==> config.mk <==
export PLATFORM = sky130hd
export DESIGN_NAME = pc_fetch_unit
export DESIGN_NICKNAME = d
export VERILOG_FILES = /design/src/rtl/pc_fetch_unit.sv
export SDC_FILE = /design/constraint.sdc
export NUM_CORES = 1
export LEC_CHECK = 0
export BUFFER_PORTS_ARGS = -buffer_cell sky130_fd_sc_hd__buf_2
export CAP_MARGIN = 15
export CELL_PAD_IN_SITES_DETAIL_PLACEMENT = 0
export CELL_PAD_IN_SITES_GLOBAL_PLACEMENT = 1
export CORE_UTILIZATION = 39
export CTS_CLUSTER_DIAMETER = 60
export CTS_CLUSTER_SIZE = 16
export DETAILED_ROUTE_END_ITERATION = 8
export GPL_TIMING_DRIVEN = 0
export PLACE_DENSITY_LB_ADDON = 0.15
export SLEW_MARGIN = 20
export SYNTH_ARGS = -nofsm -noshare
export SYNTH_HDL_FRONTEND = slang
export SYNTH_SLANG_ARGS = --single-unit
==> constraint.sdc <==
create_clock -name clk -period 3.22 [get_ports clk]
set_input_delay 0.644 -clock clk [delete_from_list [all_inputs] [get_ports clk]]
set_output_delay 0.644 -clock clk [all_outputs]
set_load 0.01 [all_outputs]
==> src/rtl/pc_fetch_unit.sv <==
// Purpose : PC register and instruction-fetch request stage; applies branch/JAL/JALR redirects, flags misaligned targets.
// Latency : one fetch address per cycle; a redirect appears on if_addr one cycle after it is applied, with flush high that cycle.
// Backpress: if_ready low holds if_req/if_addr stable; stall only blocks starting a new request; redirects during an open request wait in pend.
module pc_fetch_unit #(
    parameter logic [31:0] RESET_PC = 32'h0000_0000
) (
    input  logic        clk,
    input  logic        rst,
    input  logic        stall,
    input  logic        br_taken,
    input  logic [31:0] br_pc,
    input  logic [31:0] br_imm,
    input  logic        jalr,
    input  logic [31:0] jalr_target,
    output logic        if_req,
    input  logic        if_ready,
    output logic [31:0] if_addr,
    output logic [31:0] pc_plus4,
    output logic        flush,
    output logic        misaligned
);

    // RUN: normal sequential fetch. HOLD: a redirect arrived while a request
    // was still open, target parked in pend. HALT: misaligned target seen.
    typedef enum logic [1:0] {
        RUN  = 2'd0,
        HOLD = 2'd1,
        HALT = 2'd2
    } state_t;

    state_t      state_q, state_d;
    logic [31:0] pc_q, pc_d;
    logic [31:0] pend_q, pend_d;
    logic        open_q, open_d;
    logic        flush_q, flush_d;
    logic        misaligned_q, misaligned_d;

    logic        redirect;
    logic [31:0] br_target;
    logic [31:0] jalr_tgt;
    logic [31:0] redir_target;
    logic [31:0] pc_inc;
    logic [31:0] hold_target;
    logic        load_en;
    logic [31:0] load_val;

    // br_imm[31] is shifted out by the half-word scaling and jalr_target[0]
    // is forced to zero, so neither bit reaches any logic.
    logic        unused_bits;
    assign unused_bits = br_imm[31] ^ jalr_target[0];

    // Redirect target selection; JALR wins when both fire in one cycle.
    always_comb begin
        br_target    = br_pc + {br_imm[30:0], 1'b0};
        jalr_tgt     = {jalr_target[31:1], 1'b0};
        redirect     = br_taken | jalr;
        redir_target = jalr ? jalr_tgt : br_target;
        pc_inc       = pc_q + 32'd4;
    end

    // State and datapath registers; reset discards any parked redirect.
    always_ff @(posedge clk or posedge rst) begin
        if (rst) begin
            state_q      <= RUN;
            pc_q         <= RESET_PC;
            pend_q       <= 32'h0000_0000;
            open_q       <= 1'b0;
            flush_q      <= 1'b0;
            misaligned_q <= 1'b0;
        end else begin
            state_q      <= state_d;
            pc_q         <= pc_d;
            pend_q       <= pend_d;
            open_q       <= open_d;
            flush_q      <= flush_d;
            misaligned_q <= misaligned_d;
        end
    end

    // Next-state and next-PC selection.
    always_comb begin
        state_d      = state_q;
        pc_d         = pc_q;
        pend_d       = pend_q;
        open_d       = open_q;
        flush_d      = 1'b0;
        misaligned_d = misaligned_q;
        load_en      = 1'b0;
        load_val     = pc_q;
        hold_target  = redirect ? redir_target : pend_q;

        case (state_q)
            RUN: begin
                if (redirect) begin
                    if (!if_req || if_ready) begin
                        // No request left hanging: retarget straight away.
                        // Anything accepted this cycle dies in the flush.
                        load_en  = 1'b1;
                        load_val = redir_target;
                    end else begin
                        // Request still open: address must not move yet.
                        pend_d  = redir_target;
                        state_d = HOLD;
                    end
                    open_d = 1'b0;
                end else begin
                    if (if_req && if_ready) begin
                        pc_d = pc_inc;
                    end
                    open_d = if_req && !if_ready;
                end
            end

            HOLD: begin
                // Latest redirect overwrites the parked target.
                if (if_ready) begin
                    load_en  = 1'b1;
                    load_val = hold_target;
                end else begin
                    pend_d = hold_target;
                end
                open_d = 1'b0;
            end

            HALT: begin
                open_d = 1'b0;
            end

            default: begin
                state_d = RUN;
                open_d  = 1'b0;
            end
        endcase

        // Any redirect load pulses flush once; a target with bit 1 set
        // still loads so the faulting address is visible, then halts.
        if (load_en) begin
            pc_d    = load_val;
            flush_d = 1'b1;
            if (load_val[1]) begin
                state_d      = HALT;
                misaligned_d = 1'b1;
            end else begin
                state_d = RUN;
            end
        end
    end

    // Fetch request outputs; an open request survives a rising stall.
    always_comb begin
        if_req = 1'b0;
        case (state_q)
            RUN:     if_req = !stall || open_q;
            HOLD:    if_req = 1'b1;
            HALT:    if_req = 1'b0;
            default: if_req = 1'b0;
        endcase
        if_addr    = pc_q;
        pc_plus4   = pc_inc;
        flush      = flush_q;
        misaligned = misaligned_q;
    end

endmodule

==> results.ini <==
[run_status]
status=finished, final reports clean

[synth]
synth_cells=803
synth.avg_cell_area_um2=7.75
synthMuxAreaShare_pct=2.61
ys_async_sr_fraction_pct=100
synth_most_common_cell=nand2_1
synthDistinctLibCells=76
synth.area.top_cells=dfrtp_1 (28%), nand2_1 (7.8%), ha_1 (6.6%), a21oi_1 (5.7%), o21ai_0 (5.0%)
synthTopCellsByCount=nand2_1 (129), a21oi_1 (71), dfrtp_1 (69)
ys_seq_elements=69
synth_top_cell_by_area=dfrtp_1
ys_seq_area_share_pct=27.7
synth_top_family_by_area=compound AO/OA/AOI/OAI gates
yosys.area_share.simple_pct=21.1
synth_top_area_share_pct=27.7
synthXorXnorAreaFrac_pct=7.74
netlist_area_mm2=0.00622
ys.flop_type=dfrtp_1
synth_fa_ha_area_share_pct=6.96
ys_warn_count=0
syn_nets=939
synth_edf_count=0
synth-compound-area-share_pct=29.4

[clock_network]
hold_buffers=0
htreeDepth=3
insertion_delay_ns=0.34
clk_pin_slew_ns=0.06
cts_tree=yes
ctsRootBufferMaster=clkbuf_16
cts_sinks=69
clockBufferDepth=2
cts_buffers=9

[detailed_routing]
firstDrtPassIters=5
vias=6987
vias_per_cell=5.79
wirelength_um=23500
drt_iter0_drc=700
remaining_drc_errors=0
wl_per_cell_um=19.5
final_antenna_net_count=0

[sta]
period_share_pct=99.1
timing.final.crit_period_ns=3.19
fin_skew_ns=0.00613
setup_ws_ns=0.0295
setup_viol=0
slew_violations=0
fmax_ghz=0.313
setup-tns-final_ns=0
worst_slew_pin_slew_ns=0.820
report.final.hold_viol_count=0
relSlewSlack_pct=45.1

[power_and_ir_drop]
leakage_nw=3.58
total_power_mw=6.53
ir_drop_uv=355
power.density_mw_per_mm2=832

[setup_path]
worstPathRequired_ns=3.44
arrival_ns=3.41
cp_max_fo=5
start_kind=input pin
path_class=in2reg
endpoint_kind=flip-flop

[finish]
diodes=0
area_delta_synth_final_pct=26.1
nets=1128
fillCellCount=1600
multi_input_area_mm2=0.00433
layout-drive-gt1-share_pct=24.0
regArea_mm2=0.00173

[floorplanning]
core_area_mm2=0.0154
start_util_pct=40.5
io_pins=169
die_y_um=128
row_count=45
die-area_mm2=0.0165
die_x_um=128

[global_routing]
grt_first_pass_wirelength_um=35100
grt_pass1_vias=6197
grt.overflow.total=0
grt_usage_pct=28.3
grt_start_max_net_pins=52
grt_antenna_before_repair=0

[place]
gp_congestion=0.904
port_buffers=164
place_worst_setup_slack_ns=-0.716
hpwl_um=18100

[min_path]
min_path_type=in2async

[run]
cap_viol_max_count=0

-- power by group --
group          leakage [nW]  total (mW)  internal, mW  switching (mW)
registers             0.831        1.68          1.29           0.395
clock network         0.137       0.964         0.579           0.385
logic                  2.61        3.88          1.47            2.41
total                  3.58        6.53          3.34            3.19
-- worst paths after layout --
path / depth (start not counted) / slack (ns) / from / to
max: 13 / 0.03 / br_pc[1] / pend_q[29]
min: 2 / 0.26 / rst / if_addr[21]
max reg2reg: 11 / 0.12 / state_q[0] / if_addr[22]
min reg2reg: 1 / 0.47 / misaligned / misaligned
max in group asynchronous: 3 / 2.40 / rst / pend_q[6]
min in group clk: 1 / 0.47 / misaligned / misaligned
-- layer usage --
layer  up-vias  part of all wire, %  GRT usage (%)
li1       3332                    -              -
met2       326                   43           42.9
met5         -                    0              0
met1      3285                   46           40.4
met3        44                  8.3           5.09
met4         0                  2.4           9.07
-- cells by family after synthesis --
kind of cell,Yosys count
buffers and inverters,68
multiplexers,16
AND/OR/NAND/NOR,285
XOR/XNOR,55
flip-flops,69
AO/OA/AOI/OAI,276
adder cells (fa/ha/maj),34
-- stage by stage --
step	cell area (um^2)	hold WS [ns]	cells	utilization, %
after floorplan	6220	0.438	803	-
after global placement	7310	0.450	1178	47.5
after detailed placement	7340	0.456	1179	47.7
after CTS	7690	0.265	1196	50.0
after global routing	7850	0.273	1207	51.1
final	7850	0.259	1207	51.1
-- placed cells by master, fill, tap and decap left out, types with 8 or more instances in the layout --
cell	n
dfrtp_1	69
nand4_1	8
buf_2	164
o21bai_1	9
and3_1	13
inv_1	15
o21a_1	10
buf_4	17
o31ai_1	10
xor2_1	24
nor2_1	59
o211ai_1	9
nand3_1	22
clkbuf_1	35
a31oi_1	12
ha_1	32
mux2i_1	14
nand2_1	129
a21o_1	10
a21oi_1	70
a221oi_1	10
o21ai_0	61
nor3_1	14
xnor2_1	30
clkbuf_16	9
-- critical path, cell delays in order --
cell and delay [ns]:
buf_6 0.10, ha_4 0.16, fa_2 0.38, a211oi_2 0.28, o21bai_1 0.12, o311ai_2 0.35
a211oi_2 0.12, buf_4 0.17, a31oi_4 0.22, o311a_1 0.23, xor2_1 0.20, o21ai_1 0.13
mux2_4 0.30
-- flip-flops by register name (all words and copies together), names as in the netlist --
register and flops:
state_q 2, if_addr 32, open_q 1, pend_q 32, flush 1, misaligned 1
-- layout make-up --
type / count / share of cell area (%)
Multi-Input combinational cell: 666 / 55.1
Timing Repair Buffer: 179 / 12.3
Clock buffer: 12 / 3.40
Sequential cell: 69 / 22.0
Tap cell: 211 / 3.36
Inverter: 18 / 0.893
Buffer: 49 / 2.68
Clock inverter: 3 / 0.255
-- what timing repair did --
item,CTS,global route
buffers inserted,2,12
setup endpoints to repair,21,29
gates cloned,0,0
gates resized for setup,11,19
pin swaps,8,11
(Power assumes the default switching activity.)
